`src/rtl/ram32_pkg.sv`:
```
// ram32_pkg: shared definitions for the ram32 arbiter slice.
//   - default geometry constants (DEPTH, AW, STARVE)
//   - grant encoding (GNT_NONE, GNT_I, GNT_D)
//   - requester response FSM state type and next-state helper
package ram32_pkg;

    localparam int DEPTH  = 1024;
    localparam int AW     = 10;
    localparam int STARVE = 4;

    typedef enum logic [1:0] {
        GNT_NONE = 2'b00,
        GNT_I    = 2'b01,
        GNT_D    = 2'b10
    } gnt_e;

    typedef logic [0:0] req_state_t;

    localparam req_state_t IDLE = 1'b0;
    localparam req_state_t RESP = 1'b1;

    // A port sits in RESP for exactly the cycle after each grant; a fresh
    // grant while in RESP keeps it there, so back-to-back accepts stream.
    function automatic req_state_t next_req_state(input req_state_t cur,
                                                  input logic       granted);
        req_state_t nxt;
        case (cur)
            IDLE:    nxt = granted ? RESP : IDLE;
            RESP:    nxt = granted ? RESP : IDLE;
            default: nxt = IDLE;
        endcase
        return nxt;
    endfunction

endpackage

```
`src/rtl/ram32_adr_chk.sv`:
```
// ram32_adr_chk: combinational decode of a byte address into a RAM word index.
// Ports:
//   adr        in  32  byte address of the granted requester
//   word       out AW  word index (adr[31:2] truncated to AW bits)
//   misaligned out 1   low two address bits are non-zero
//   oob        out 1   full word index is at or beyond DEPTH
module ram32_adr_chk #(
    parameter int DEPTH = 1024,
    parameter int AW    = 10
) (
    input  logic [31:0]   adr,
    output logic [AW-1:0] word,
    output logic          misaligned,
    output logic          oob
);

    localparam logic [29:0] DEPTH_W = 30'(DEPTH);

    logic [29:0] word_full_s;

    // Split the byte address; the range check uses all 30 word bits so that
    // aliases above DEPTH are caught before truncation.
    always_comb begin
        word_full_s = adr[31:2];
        word        = word_full_s[AW-1:0];
        misaligned  = (adr[1:0] != 2'b00);
        oob         = (word_full_s >= DEPTH_W);
    end

endmodule

```
`src/rtl/ram32_arb.sv`:
```
// ram32_arb: two-requester (fetch I, data D) arbiter/sequencer in front of a
// single-port word RAM with combinational read data.
// Ports:
//   clk, rst                       clock, synchronous active-high reset
//   i_req/i_adr                    fetch request and byte address
//   i_ready                        fetch accepted this cycle (combinational)
//   i_rvalid/i_rdata/i_err         fetch response, one cycle after accept
//   d_req/d_we/d_adr/d_wdata       data request
//   d_ready                        data accepted this cycle (combinational)
//   d_rvalid/d_rdata/d_err         data response, one cycle after accept
//   ram_en/ram_we/ram_adr/ram_din  RAM drive
//   ram_dout                       RAM read data, combinational from ram_adr
module ram32_arb
    import ram32_pkg::*;
#(
    parameter int DEPTH  = ram32_pkg::DEPTH,
    parameter int AW     = ram32_pkg::AW,
    parameter int STARVE = ram32_pkg::STARVE
) (
    input  logic          clk,
    input  logic          rst,
    input  logic          i_req,
    input  logic [31:0]   i_adr,
    output logic          i_ready,
    output logic          i_rvalid,
    output logic [31:0]   i_rdata,
    output logic          i_err,
    input  logic          d_req,
    input  logic          d_we,
    input  logic [31:0]   d_adr,
    input  logic [31:0]   d_wdata,
    output logic          d_ready,
    output logic          d_rvalid,
    output logic [31:0]   d_rdata,
    output logic          d_err,
    output logic          ram_en,
    output logic          ram_we,
    output logic [AW-1:0] ram_adr,
    output logic [31:0]   ram_din,
    input  logic [31:0]   ram_dout
);

    localparam logic [3:0] STARVE_W = 4'(STARVE);

    gnt_e         gnt_s;
    logic         i_gnt_s;
    logic         d_gnt_s;
    logic [31:0]  gnt_adr_s;
    logic [AW-1:0] word_s;
    logic         misaligned_s;
    logic         oob_s;
    logic         bad_s;

    logic [3:0]   starve_cnt_r;
    req_state_t   i_state_r;
    req_state_t   d_state_r;
    logic [31:0]  i_rdata_r;
    logic         i_err_r;
    logic [31:0]  d_rdata_r;
    logic         d_err_r;

    // Priority arbitration: D wins ties until it has starved I STARVE times.
    always_comb begin
        gnt_s = GNT_NONE;
        if (rst) begin
            gnt_s = GNT_NONE;
        end else if (i_req && d_req) begin
            gnt_s = (starve_cnt_r < STARVE_W) ? GNT_D : GNT_I;
        end else if (d_req) begin
            gnt_s = GNT_D;
        end else if (i_req) begin
            gnt_s = GNT_I;
        end else begin
            gnt_s = GNT_NONE;
        end
    end

    // Route the winner's address into the single shared decoder.
    always_comb begin
        case (gnt_s)
            GNT_I:   gnt_adr_s = i_adr;
            GNT_D:   gnt_adr_s = d_adr;
            default: gnt_adr_s = 32'h0000_0000;
        endcase
    end

    ram32_adr_chk #(
        .DEPTH (DEPTH),
        .AW    (AW)
    ) u_adr_chk (
        .adr        (gnt_adr_s),
        .word       (word_s),
        .misaligned (misaligned_s),
        .oob        (oob_s)
    );

    assign bad_s   = misaligned_s | oob_s;
    assign i_gnt_s = (gnt_s == GNT_I);
    assign d_gnt_s = (gnt_s == GNT_D);
    assign i_ready = i_gnt_s;
    assign d_ready = d_gnt_s;

    // RAM drive: only a good grant touches the RAM, so a bad write is dropped.
    always_comb begin
        ram_en  = 1'b0;
        ram_we  = 1'b0;
        ram_adr = '0;
        ram_din = 32'h0000_0000;
        if ((gnt_s != GNT_NONE) && !bad_s) begin
            ram_en  = 1'b1;
            ram_we  = d_gnt_s ? d_we : 1'b0;
            ram_adr = word_s;
            ram_din = d_wdata;
        end else begin
            ram_en  = 1'b0;
            ram_we  = 1'b0;
        end
    end

    // Count consecutive D wins that left I waiting; any other cycle clears it.
    always_ff @(posedge clk) begin
        if (rst) begin
            starve_cnt_r <= 4'd0;
        end else if (d_gnt_s && i_req) begin
            starve_cnt_r <= starve_cnt_r + 4'd1;
        end else begin
            starve_cnt_r <= 4'd0;
        end
    end

    // Response FSMs and data/error registers, captured at the grant edge.
    always_ff @(posedge clk) begin
        if (rst) begin
            i_state_r <= IDLE;
            d_state_r <= IDLE;
            i_rdata_r <= 32'h0000_0000;
            i_err_r   <= 1'b0;
            d_rdata_r <= 32'h0000_0000;
            d_err_r   <= 1'b0;
        end else begin
            i_state_r <= next_req_state(i_state_r, i_gnt_s);
            d_state_r <= next_req_state(d_state_r, d_gnt_s);
            i_rdata_r <= (i_gnt_s && !bad_s) ? ram_dout : 32'h0000_0000;
            i_err_r   <= i_gnt_s & bad_s;
            d_rdata_r <= (d_gnt_s && !bad_s && !d_we) ? ram_dout : 32'h0000_0000;
            d_err_r   <= d_gnt_s & bad_s;
        end
    end

    assign i_rvalid = (i_state_r == RESP);
    assign i_rdata  = i_rdata_r;
    assign i_err    = i_err_r;
    assign d_rvalid = (d_state_r == RESP);
    assign d_rdata  = d_rdata_r;
    assign d_err    = d_err_r;

endmodule

```
`config.mk`:
```
export PLATFORM = sky130hd
export DESIGN_NAME = ram32_arb
export DESIGN_NICKNAME = d
export VERILOG_FILES = /design/src/rtl/ram32_pkg.sv /design/src/rtl/ram32_adr_chk.sv /design/src/rtl/ram32_arb.sv
export SDC_FILE = /design/constraint.sdc
export NUM_CORES = 1
export LEC_CHECK = 0
export ABC_AREA = 1
export CAP_MARGIN = 10
export CORE_MARGIN = 1.5
export CORE_UTILIZATION = 32
export CTS_BUF_LIST = sky130_fd_sc_hd__clkbuf_8
export DETAILED_ROUTE_END_ITERATION = 7
export PLACE_DENSITY = 0.9
export SETUP_SLACK_MARGIN = 0.3
export SYNTH_ARGS = -nofsm -noshare
export SYNTH_HDL_FRONTEND = slang
export SYNTH_SLANG_ARGS = --single-unit
```
`constraint.sdc`:
```
create_clock -name clk -period 3.4 [get_ports clk]
set_input_delay 0.68 -clock clk [delete_from_list [all_inputs] [get_ports clk]]
set_output_delay 0.68 -clock clk [all_outputs]
set_load 0.02 [all_outputs]
```
==> results.json, run 1 <==
{
  "start_kind": "primary input",
  "layout_common_cells": "clkdlybuf4s50_1, nor2_1, dfxtp_1",
  "layout_commonest_cell": "clkdlybuf4s50_1",
  "setup_viol": 0,
  "critPathKind": "primary input to primary output",
  "root_buffer": "clkbuf_8",
  "period_share_pct": 94.0,
  "place_area_um2": 5330,
  "hpwl_mm": 7.47,
  "clkPwrFrac_pct": 31.0,
  "switching_share_pct": 29.1,
  "gp_congestion": 0.912,
  "die_h_um": 96.0,
  "synth_top_family_by_area": "simple AND/OR/NAND/NOR gates",
  "fill_cells": 579,
  "seqPwrFrac_pct": 43.6,
  "path_clk_slew_ns": 0.08,
  "synth_fa_ha_area_share_pct": 1.81,
  "coreArea_um2": 8300,
  "synthSimpleGateAreaFrac_pct": 27.0,
  "clock_sinks": 72,
  "worstPathArrival_ns": 2.51,
  "firstDrtPassIters": 4,
  "clock_path_buffers": 2,
  "cp_max_fo": 6,
  "skew_ns": 0.00640,
  "avgRoutedWirePerCell_um": 14.4,
  "ys_warn_count": 0,
  "die_w_um": 96.0,
  "peakVddDrop_mv": 0.396,
  "synthMuxAreaShare_pct": 0,
  "synth.distinct_cells": 20,
  "reg2reg_setup_slack_ns": 0.88,
  "drive_gt1_share_pct": 21.1,
  "synth_edf_count": 0,
  "hold_class": "flip-flop to flip-flop",
  "antenna_left": 0,
  "antenna_cells": 0,
  "clock.fmax_mhz": 313,
  "clk_latency_ns": 0.33,
  "synth_top_area_share_pct": 52.0,
  "synth_area_per_cell_um2": 7.53,
  "wl_mm": 10.7,
  "numCtsBuffers": 9,
  "grt_first_pass_wirelength_mm": 15.3,
  "portBuffers": 246,
  "ys_seq_area_share_pct": 52.0,
  "slew_violations": 0,
  "grt_pass1_vias": 3264,
  "initial_core_util_pct": 33.4,
  "synth_compound_area_share_pct": 3.79,
  "syn_inst": 368,
  "grt_start_max_net_pins": 33,
  "netlist_area_um2": 2770,
  "switching_power_mw": 0.571,
  "route.detailed.drc": 0,
  "p_comb_share_pct": 25.3,
  "ys_ff_latch": 72,
  "num_io_pins": 247,
  "ys_top_cells_by_area": "dfxtp_1, nor2_1, inv_1",
  "leakagePower_nw": 2.63,
  "vias_per_cell": 4.35,
  "slew_headroom_pct": 74.6,
  "maxCapViolations": 0,
  "cts_tree": "yes",
  "finalNetCount": 773,
  "ys.flop_type": "dfxtp_1",
  "powerDensity_nw_per_um2": 330,
  "first_iter_violations": 60,
  "hold_viol": 0,
  "synth_nets": 505,
  "cts_max_level": 3,
  "final_area_um2": 5950,
  "intPower_mw": 1.39,
  "std_cell_rows": 33,
  "synthArstFlopShare_pct": 0,
  "outcome": "finished, final reports clean",
  "synth_top_cell_by_area": "dfxtp_1",
  "design.die.area_um2": 9220,
  "finalCriticalPeriod_ns": 3.19,
  "worstMarginPinSlew_ns": 0.380,
  "antenna_found_initial": 0,
  "grt_overflow": 0,
  "synth-xor-area-share_pct": 0.316,
  "cp-end-kind": "primary output",
  "critPathRequiredTime_ns": 2.72,
  "area_growth_pct": 115,
  "hold_ws_ns": 0.497,
  "num_vias": 3243,
  "track_usage_pct": 22.1,
  "rsz0062_at_grt": "yes"
}
[registers in the layout (all words and copies together), names as in the netlist]
signal	cells
d_err	1
d_rdata	32
i_err	1
i_rvalid	1
d_rvalid	1
i_rdata	32
starve_cnt_r	4
[kinds of logic (layout without fill, tap and decap cells)]
group,after synthesis,after routing
adder cells (fa/ha/maj),4,4
AND/OR/NAND/NOR,187,195
AO/OA/AOI/OAI,13,13
buffers and inverters,91,356
XOR/XNOR,1,1
flip-flops,72,72
[synth_stat cells, types with 3 or more instances]
cell / instances
clkbuf_1: 3
nand2_4: 4
dfxtp_1: 72
inv_1: 75
nand2_1: 33
ha_1: 4
nor2_1: 144
buf_6: 10
a22o_1: 10
nand3_1: 3
[timing repair]
item,4_1_cts,5_1_grt
buffers inserted,4,1
cloned,6,2
resized for setup,314,22
pin swaps,18,14
setup endpoints to repair,46,44
hold buffers,0,0
endpoints found under the hold margin,0,0
[path summary, 6_finish.rpt]
kind / from / cells after the start / to
setup / recovery: d_req / 15 / ram_din[11]
hold / removal: starve_cnt_r[3] / 2 / starve_cnt_r[3]
setup reg to reg: starve_cnt_r[3] / 16 / d_rdata[15]
hold reg to reg: starve_cnt_r[3] / 2 / starve_cnt_r[3]
[final cells by class]
type / count / area (µm²) / share of cell area, %
clock buffer: 9 / 124 / 2.08
clock inverter: 7 / 60.1 / 1.01
inverter: 77 / 298 / 5.01
multi-input combinational: 213 / 1310 / 22.0
sequential: 72 / 1440 / 24.2
tap: 105 / 131 / 2.21
timing repair buffer: 263 / 2580 / 43.4
[per-stage QoR]
| step | setup slack (ns) | cells | setup TNS, ns | power, mW | utilization, % |
|---|---|---|---|---|---|
| 6_report | 0.205 | 746 | 0 | 1.97 | 71.7 |
| 5_1_grt | 0.107 | 746 | 0 | 2.05 | 71.7 |
| 4_1_cts | 0.229 | 743 | 0 | 1.96 | 70.5 |
| 3_5_place_dp | -0.843 | 717 | -36.07 | 1.27 | 64.2 |
| 3_3_place_gp | -0.728 | 717 | -29.41 | 1.26 | 64.2 |
| 2_1_floorplan | 0.214 | 368 | 0 | 1.03 | - |
[power groups by stage]
| stage | logic, mW | clock network, mW | registers (mW) |
|---|---|---|---|
| 2_1_floorplan | 0.137 | 0 | 0.893 |
| 3_3_place_gp | 0.388 | 0 | 0.877 |
| 3_5_place_dp | 0.395 | 0 | 0.878 |
| 4_1_cts | 0.471 | 0.627 | 0.858 |
| 5_1_grt | 0.526 | 0.663 | 0.859 |
| 6_report | 0.497 | 0.610 | 0.858 |
[critical path, cell delays in order]
cell	delay (ns)
buf_8	0.08
nand2_4	0.05
o21ai_4	0.19
nor2_4	0.06
buf_6	0.12
ha_4	0.17
buf_4	0.14
nand2_1	0.05
inv_1	0.03
nor2_1	0.20
nand3_4	0.16
nand2_8	0.18
nand2_8	0.12
nor2_1	0.12
buf_4	0.15
[per-layer routing]
metal,GRT usage (%),part of all wire [%]
met5,0,0
met4,10.0,3.3
met3,7.82,7.4
met2,40.7,53
met1,22.2,37
No activity file was read; power rests on OpenSTA's default activity.
==> run 2, diff against run 1 <==
--- a/config.mk
+++ b/config.mk
@@ -7,11 +7,12 @@
 export LEC_CHECK = 0
 export ABC_AREA = 1
 export CAP_MARGIN = 10
-export CORE_MARGIN = 1.5
-export CORE_UTILIZATION = 32
+export CORE_AREA = 2 2 94 96
 export CTS_BUF_LIST = sky130_fd_sc_hd__clkbuf_8
 export DETAILED_ROUTE_END_ITERATION = 7
-export PLACE_DENSITY = 0.9
+export DIE_AREA = 0 0 96 98
+export DONT_BUFFER_PORTS = 1
+export PLACE_DENSITY = 0.55
 export SETUP_SLACK_MARGIN = 0.3
 export SYNTH_ARGS = -nofsm -noshare
 export SYNTH_HDL_FRONTEND = slang
==> constraint.sdc (replaced) <==
create_clock -name clk -period 3.4 [get_ports clk]
set_input_delay 0.68 -clock clk [delete_from_list [all_inputs] [get_ports clk]]
set_output_delay 0.68 -clock clk [all_outputs]
set_load 0.01 [all_outputs]
==> run 2 against run 1 <==
  * Wire length decreased by 27%
  * First-iteration DRC count increased by 15%
  * Via count is 28% lower
  * Die area increased by 2.0%
  * Largest power group unchanged
==> results.json, run 2 (same netlist as run 1, synthesis figures left out) <==
{
  "die_h_um": 98,
  "antenna_found_initial": 0,
  "start_kind": "flip-flop",
  "finalCriticalPeriod_ns": 3.02,
  "coreArea_um2": 8470,
  "outcome": "finished, final reports clean",
  "std_cell_rows": 34,
  "period_share_pct": 88.9,
  "gp_congestion": 0.847,
  "reg2reg_setup_slack_ns": 0.87,
  "hold_class": "primary input to flip-flop",
  "p_total_mw": 1.92,
  "die_w_um": 96,
  "numCtsBuffers": 9,
  "grt_overflow": 0,
  "area_growth_pct": 31.8,
  "setup_viol": 0,
  "maxCapViolations": 0,
  "first_iter_violations": 69,
  "cp_max_fo": 7,
  "rsz0062_at_grt": "yes",
  "hold_depth": 1,
  "cts_tree": "yes",
  "vias_per_cell": 4.71,
  "worstMarginPinSlew_ns": 0.617,
  "hold_end": "d_rvalid",
  "holdBufCountCts": 0,
  "layout_commonest_cell": "nor2_1",
  "route.met3.wl_um": 710,
  "clk_latency_ns": 0.33,
  "grt_start_max_net_pins": 33,
  "clock_sinks": 72,
  "num_vias": 2321,
  "powerDensity_nw_per_um2": 527,
  "worstPathArrival_ns": 2.34,
  "slew_headroom_pct": 58.8,
  "path_clk_slew_ns": 0.08,
  "layout_common_cells": "nor2_1, inv_1, dfxtp_1",
  "peakVddDrop_mv": 0.200,
  "grt_first_pass_wirelength_mm": 11.4,
  "grt_pass1_vias": 2172,
  "hpwl_mm": 5.20,
  "reg2regPathDepth": 16,
  "initial_core_util_pct": 32.7,
  "design.die.area_um2": 9410,
  "final.setup.tns_ns": 0,
  "critPathKind": "flip-flop to primary output",
  "route.top_layer_used": "met4",
  "root_buffer": "clkbuf_8",
  "skew_ns": 0.00751,
  "drt-met1-wl_mm": 3.39,
  "hp-start": "rst",
  "drive_gt1_share_pct": 24.4,
  "hold_viol": 0,
  "clock.fmax_mhz": 331,
  "hold_ws_ns": 0.447,
  "cts_max_level": 3,
  "finalNetCount": 517,
  "wl_mm": 7.87,
  "antenna_left": 0,
  "final_util_pct": 43.1,
  "leakagePower_nw": 1.62,
  "track_usage_pct": 16.0,
  "clock_path_buffers": 2,
  "firstDrtPassIters": 4,
  "critPathRequiredTime_ns": 2.72,
  "cp-end-kind": "primary output",
  "route.detailed.drc": 0,
  "avgRoutedWirePerCell_um": 16.0,
  "r2r_end": "i_rdata[23]",
  "num_io_pins": 247,
  "portBuffers": 0,
  "slew_violations": 0,
  "r2r-start": "starve_cnt_r[3]",
  "antenna_cells": 0,
  "met2WireLength_mm": 3.66
}
run 2: cell count changes in the layout (fill, tap and decap cells not counted), sizes merged:
cell and change:
buf -55, clkdlybuf4s50 -199, bufinv +3, inv -1, clkbuf -2, clkinvlp -2
run 2: report_power, final:
group,internal [mW],switching (mW),total (mW)
clock,0.489,0.323,0.812
sequential,0.855,0.0108,0.866
combinational,0.0743,0.173,0.247
total,1.42,0.506,1.92
run 2: through the flow:
step / area [µm²] / setup WS (ns) / cells
2_1_floorplan: 2770 / 0.397 / 368
3_3_place_gp: 2790 / 0.117 / 464
3_5_place_dp: 2790 / 0.0217 / 464
4_1_cts: 3520 / 0.300 / 490
5_1_grt: 3650 / 0.202 / 493
6_report: 3650 / 0.376 / 493
run 2: worst max path at each step:
stage,from,to,slack [ns],depth (start not counted)
finish,starve_cnt_r[3],ram_din[16],0.38,15
global route,starve_cnt_r[3],ram_din[16],0.20,15
CTS,starve_cnt_r[3],ram_din[31],0.30,15
detailed placement,d_req,ram_din[31],0.02,13
global placement,d_req,ram_din[31],0.12,13
floorplan,d_req,ram_adr[0],0.40,16
run 2: final cells by class:
class	count	area, µm²
Multi-Input combinational cell	213	1470
Inverter	77	293
Timing Repair Buffer	7	65.1
Sequential cell	72	1440
Tap cell	108	135
Clock inverter	7	119
Fill cell	840	4820
Clock buffer	9	124
run 2: repair_timing:
item                       CTS  global route
setup endpoints to repair   44            44
pin swaps                   13            21
gates cloned                 8             0
resized for setup           93            21
buffers inserted             2             3
run 2: critical path, stage by stage, from the launching register on:
cell and delay (ns):
dfxtp_2 0.32, inv_2 0.06, nand2_2 0.06, o21ai_4 0.14, nor2_2 0.05, buf_4 0.13, ha_4 0.19, inv_2 0.08
nor2_2 0.04, nor2_1 0.09, nand2_1 0.07, nor2_2 0.12, nand3_4 0.15, nand2_8 0.21, nand2_8 0.13, nor2_4 0.16
run 2: layer usage:
layer,GRT usage [%],vias to the layer above
met4,5.16,0
met3,6.48,11
li1,-,1093
met5,0,-
met2,24.4,141
met1,20.5,1076
==> run 3, diff against run 2 <==
--- a/config.mk
+++ b/config.mk
@@ -9,9 +9,11 @@
 export CAP_MARGIN = 10
 export CORE_AREA = 2 2 94 96
 export CTS_BUF_LIST = sky130_fd_sc_hd__clkbuf_8
+export CTS_CLUSTER_SIZE = 14
 export DETAILED_ROUTE_END_ITERATION = 7
 export DIE_AREA = 0 0 96 98
 export DONT_BUFFER_PORTS = 1
+export HOLD_SLACK_MARGIN = 0.15
 export PLACE_DENSITY = 0.55
 export SETUP_SLACK_MARGIN = 0.3
 export SYNTH_ARGS = -nofsm -noshare
==> results of run 3 <==
No change in the layout: final DEF, timing and power equal those of run 2.
==> variant, RTL diff (settings of run 3) <==
`AW` is set to 10 in 2 places; all go to 8.
--- a/src/rtl/ram32_pkg.sv
+++ b/src/rtl/ram32_pkg.sv
@@ -5,7 +5,7 @@
 package ram32_pkg;
 
     localparam int DEPTH  = 1024;
-    localparam int AW     = 10;
+    localparam int AW     = 8;
     localparam int STARVE = 4;
 
     typedef enum logic [1:0] {
--- a/src/rtl/ram32_adr_chk.sv
+++ b/src/rtl/ram32_adr_chk.sv
@@ -6,7 +6,7 @@
 //   oob        out 1   full word index is at or beyond DEPTH
 module ram32_adr_chk #(
     parameter int DEPTH = 1024,
-    parameter int AW    = 10
+    parameter int AW    = 8
 ) (
     input  logic [31:0]   adr,
     output logic [AW-1:0] word,
Ports: changed (resized ram_adr); port bits go from 247 to 245. No check against the original RTL was run, so the function may have changed too.
==> variant against run 3 <==
  * Area after synthesis down 3.3%
  * Routed wire length down 17%
  * Final area fell by 20%
  * Sequential cell count stayed put
  * Non-clock buffer count down 4
  * Global-route usage is 2.2 points lower
  * Worst hold slack better by 0.016 ns
  * Fmax increased by 5.4%
  * Setup slack gained 0.15 ns
  * Largest cell class is now sequential cells
Power is not compared: it rests on default switching activity, and its combinational part moved more than twofold at a synthesized area within 25%.
==> variant: results (changes against run 3) <==
Parameter                              Value

Outcome
  Outcome    finished, final reports clean (unchanged)

Detailed routing
  Number of detailed-route iterations in the first pass    4 (unchanged)
  Average via count per standard cell    4.54 (was 4.71)
  Drt first-iter violations    57 (was 69)
  Total length of routed wires    6.57 mm (was 7.87 mm)

Placed design
  DP Worst Slack    0.476 ns (was 0.0217 ns)
  Placed wire-length estimate    5.15 mm (was 5.20 mm)
  Placed insts    447 (was 464)
  Area post-placement    2720 um^2 (was 2790 um^2)
  Gpl congestion    0.945 (was 0.847)

Worst setup path
  Signal arrival time at the worst endpoint    2.19 ns (was 2.34 ns)
  Maximum net fanout on the critical path    42 (was 7)
  Worst setup SP type    flop (unchanged)
  Max incr delay on CP    0.31 ns
  Cell with the largest stage delay on the worst path    sky130_fd_sc_hd__ha_1 (was sky130_fd_sc_hd__dfxtp_2)

Cells and area
  Final net count    487 (was 517)
  Cell Count, Final, Fillers Out    463 (was 493)
  ANT cells    0 (unchanged)
  Proportion of layout cells with a drive suffix above 1    6.76% (was 24.4%)

STA
  Clock skew    0.00360 ns (was 0.00751 ns)
  Period minus WS final    2.87 ns (was 3.02 ns)
  Setup WS post-layout    0.530 ns (was 0.376 ns)
  Headroom to the max-slew limit    74.6% (was 58.8%)

Global routing
  Routing usage on met3    7.10% (was 6.48%)
  Largest net degree at the start of global routing    43 (was 33)
  Total routing usage reported by global routing    13.8% (was 16.0%)
  Met2 capacity usage during global routing    22.0% (was 24.4%)
  Via count of the first global-routing pass    1964 (was 2172)
  Number of antenna violations at the first check in global routing    1 (was 0)
  Global-route wire length before repair    9.70 mm (was 11.4 mm)
  Met1 Usage GRT    16.1% (was 20.5%)

Logic synthesis
  Post-Synthesis Cells    348 (was 368)
  Largest cells by area after synthesis    sky130_fd_sc_hd__dfxtp_1, sky130_fd_sc_hd__nor2_1, sky130_fd_sc_hd__inv_1 (unchanged)
  Sequential area share after synthesis    53.8% (was 52.0%)
  Unique cell type count in the Yosys netlist    17 (was 20)
  Synthesis warning total    0 (unchanged)
  Fraction of synthesized area in multiplexers    0% (unchanged)
  Post-Synth XOR/XNOR Area    0.327% (was 0.316%)
  Post-synthesis compound-gate area fraction    3.27% (was 3.79%)
  Post-Synth Adder-Cell Area    1.87% (was 1.81%)
  Commonest cells post-synth    sky130_fd_sc_hd__nor2_1, sky130_fd_sc_hd__inv_1, sky130_fd_sc_hd__dfxtp_1 (unchanged)

Min path
  Hold path startpoint    starve_cnt_r[0] (was rst)
  Worst hold path class    flop to flop (was primary input to flop)

Clock network
  Post-CTS sizing    0 (was 93)
  Maximum clock path buffer count    2 (unchanged)
  Buffers inserted by post-CTS timing repair    0 (was 2)
  CTS H-tree depth    3 (unchanged)

Power and ir drop
  Leak Pwr    0.00148 uW
  Pint    1220 uW
  Share of power burned in the clock network    39.8%
  Worst vdd ir    241 uV
[variant: cell count changes in the layout (fill, tap and decap cells not counted), sizes merged, moves of 3 or more]
| cell | change |
|---|---|
| buf | -4 |
| clkinv | +3 |
| inv | -3 |
| nand2 | -15 |
| nor2 | -7 |
[variant: per-layer routing]
metal | routed length, um | vias up | part of all wire (%)
met5 | 10 | - | 0.15
met2 | 3120 | 137 | 48
met3 | 739 | 8 | 11
met1 | 2630 | 964 | 40
met4 | 68 | 2 | 1.0
li1 | - | 993 | -
[variant: worst reg2reg max path, cell delays in order, from the launching register on]
cell and delay, ns:
sky130_fd_sc_hd__dfxtp_1 0.30, sky130_fd_sc_hd__inv_1 0.08, sky130_fd_sc_hd__nand2_1 0.05, sky130_fd_sc_hd__o21ai_0 0.21, sky130_fd_sc_hd__nand3_1 0.16, sky130_fd_sc_hd__inv_1 0.09
sky130_fd_sc_hd__ha_1 0.15, sky130_fd_sc_hd__buf_4 0.20, sky130_fd_sc_hd__nand2_1 0.11, sky130_fd_sc_hd__nor2_1 0.18, sky130_fd_sc_hd__nand2_4 0.24, sky130_fd_sc_hd__nor2_1 0.20
[variant: final timing paths]
kind | to | slack, ns | cells past startpoint
worst max-delay path | ram_adr[1] | 0.53 | 9
worst min-delay path | starve_cnt_r[0] | 0.46 | 1
worst max register to register | d_rdata[22] | 1.37 | 11
worst min register to register | starve_cnt_r[0] | 0.46 | 1
[variant: area by class of cell]
class,count,area [um^2]
fill,904,5540
sequential,72,1440
multi-input combinational,190,851
inverter,74,278
tap,108,135
clock buffer,9,124
clock inverter,7,70.1
timing repair buffer,3,22.5
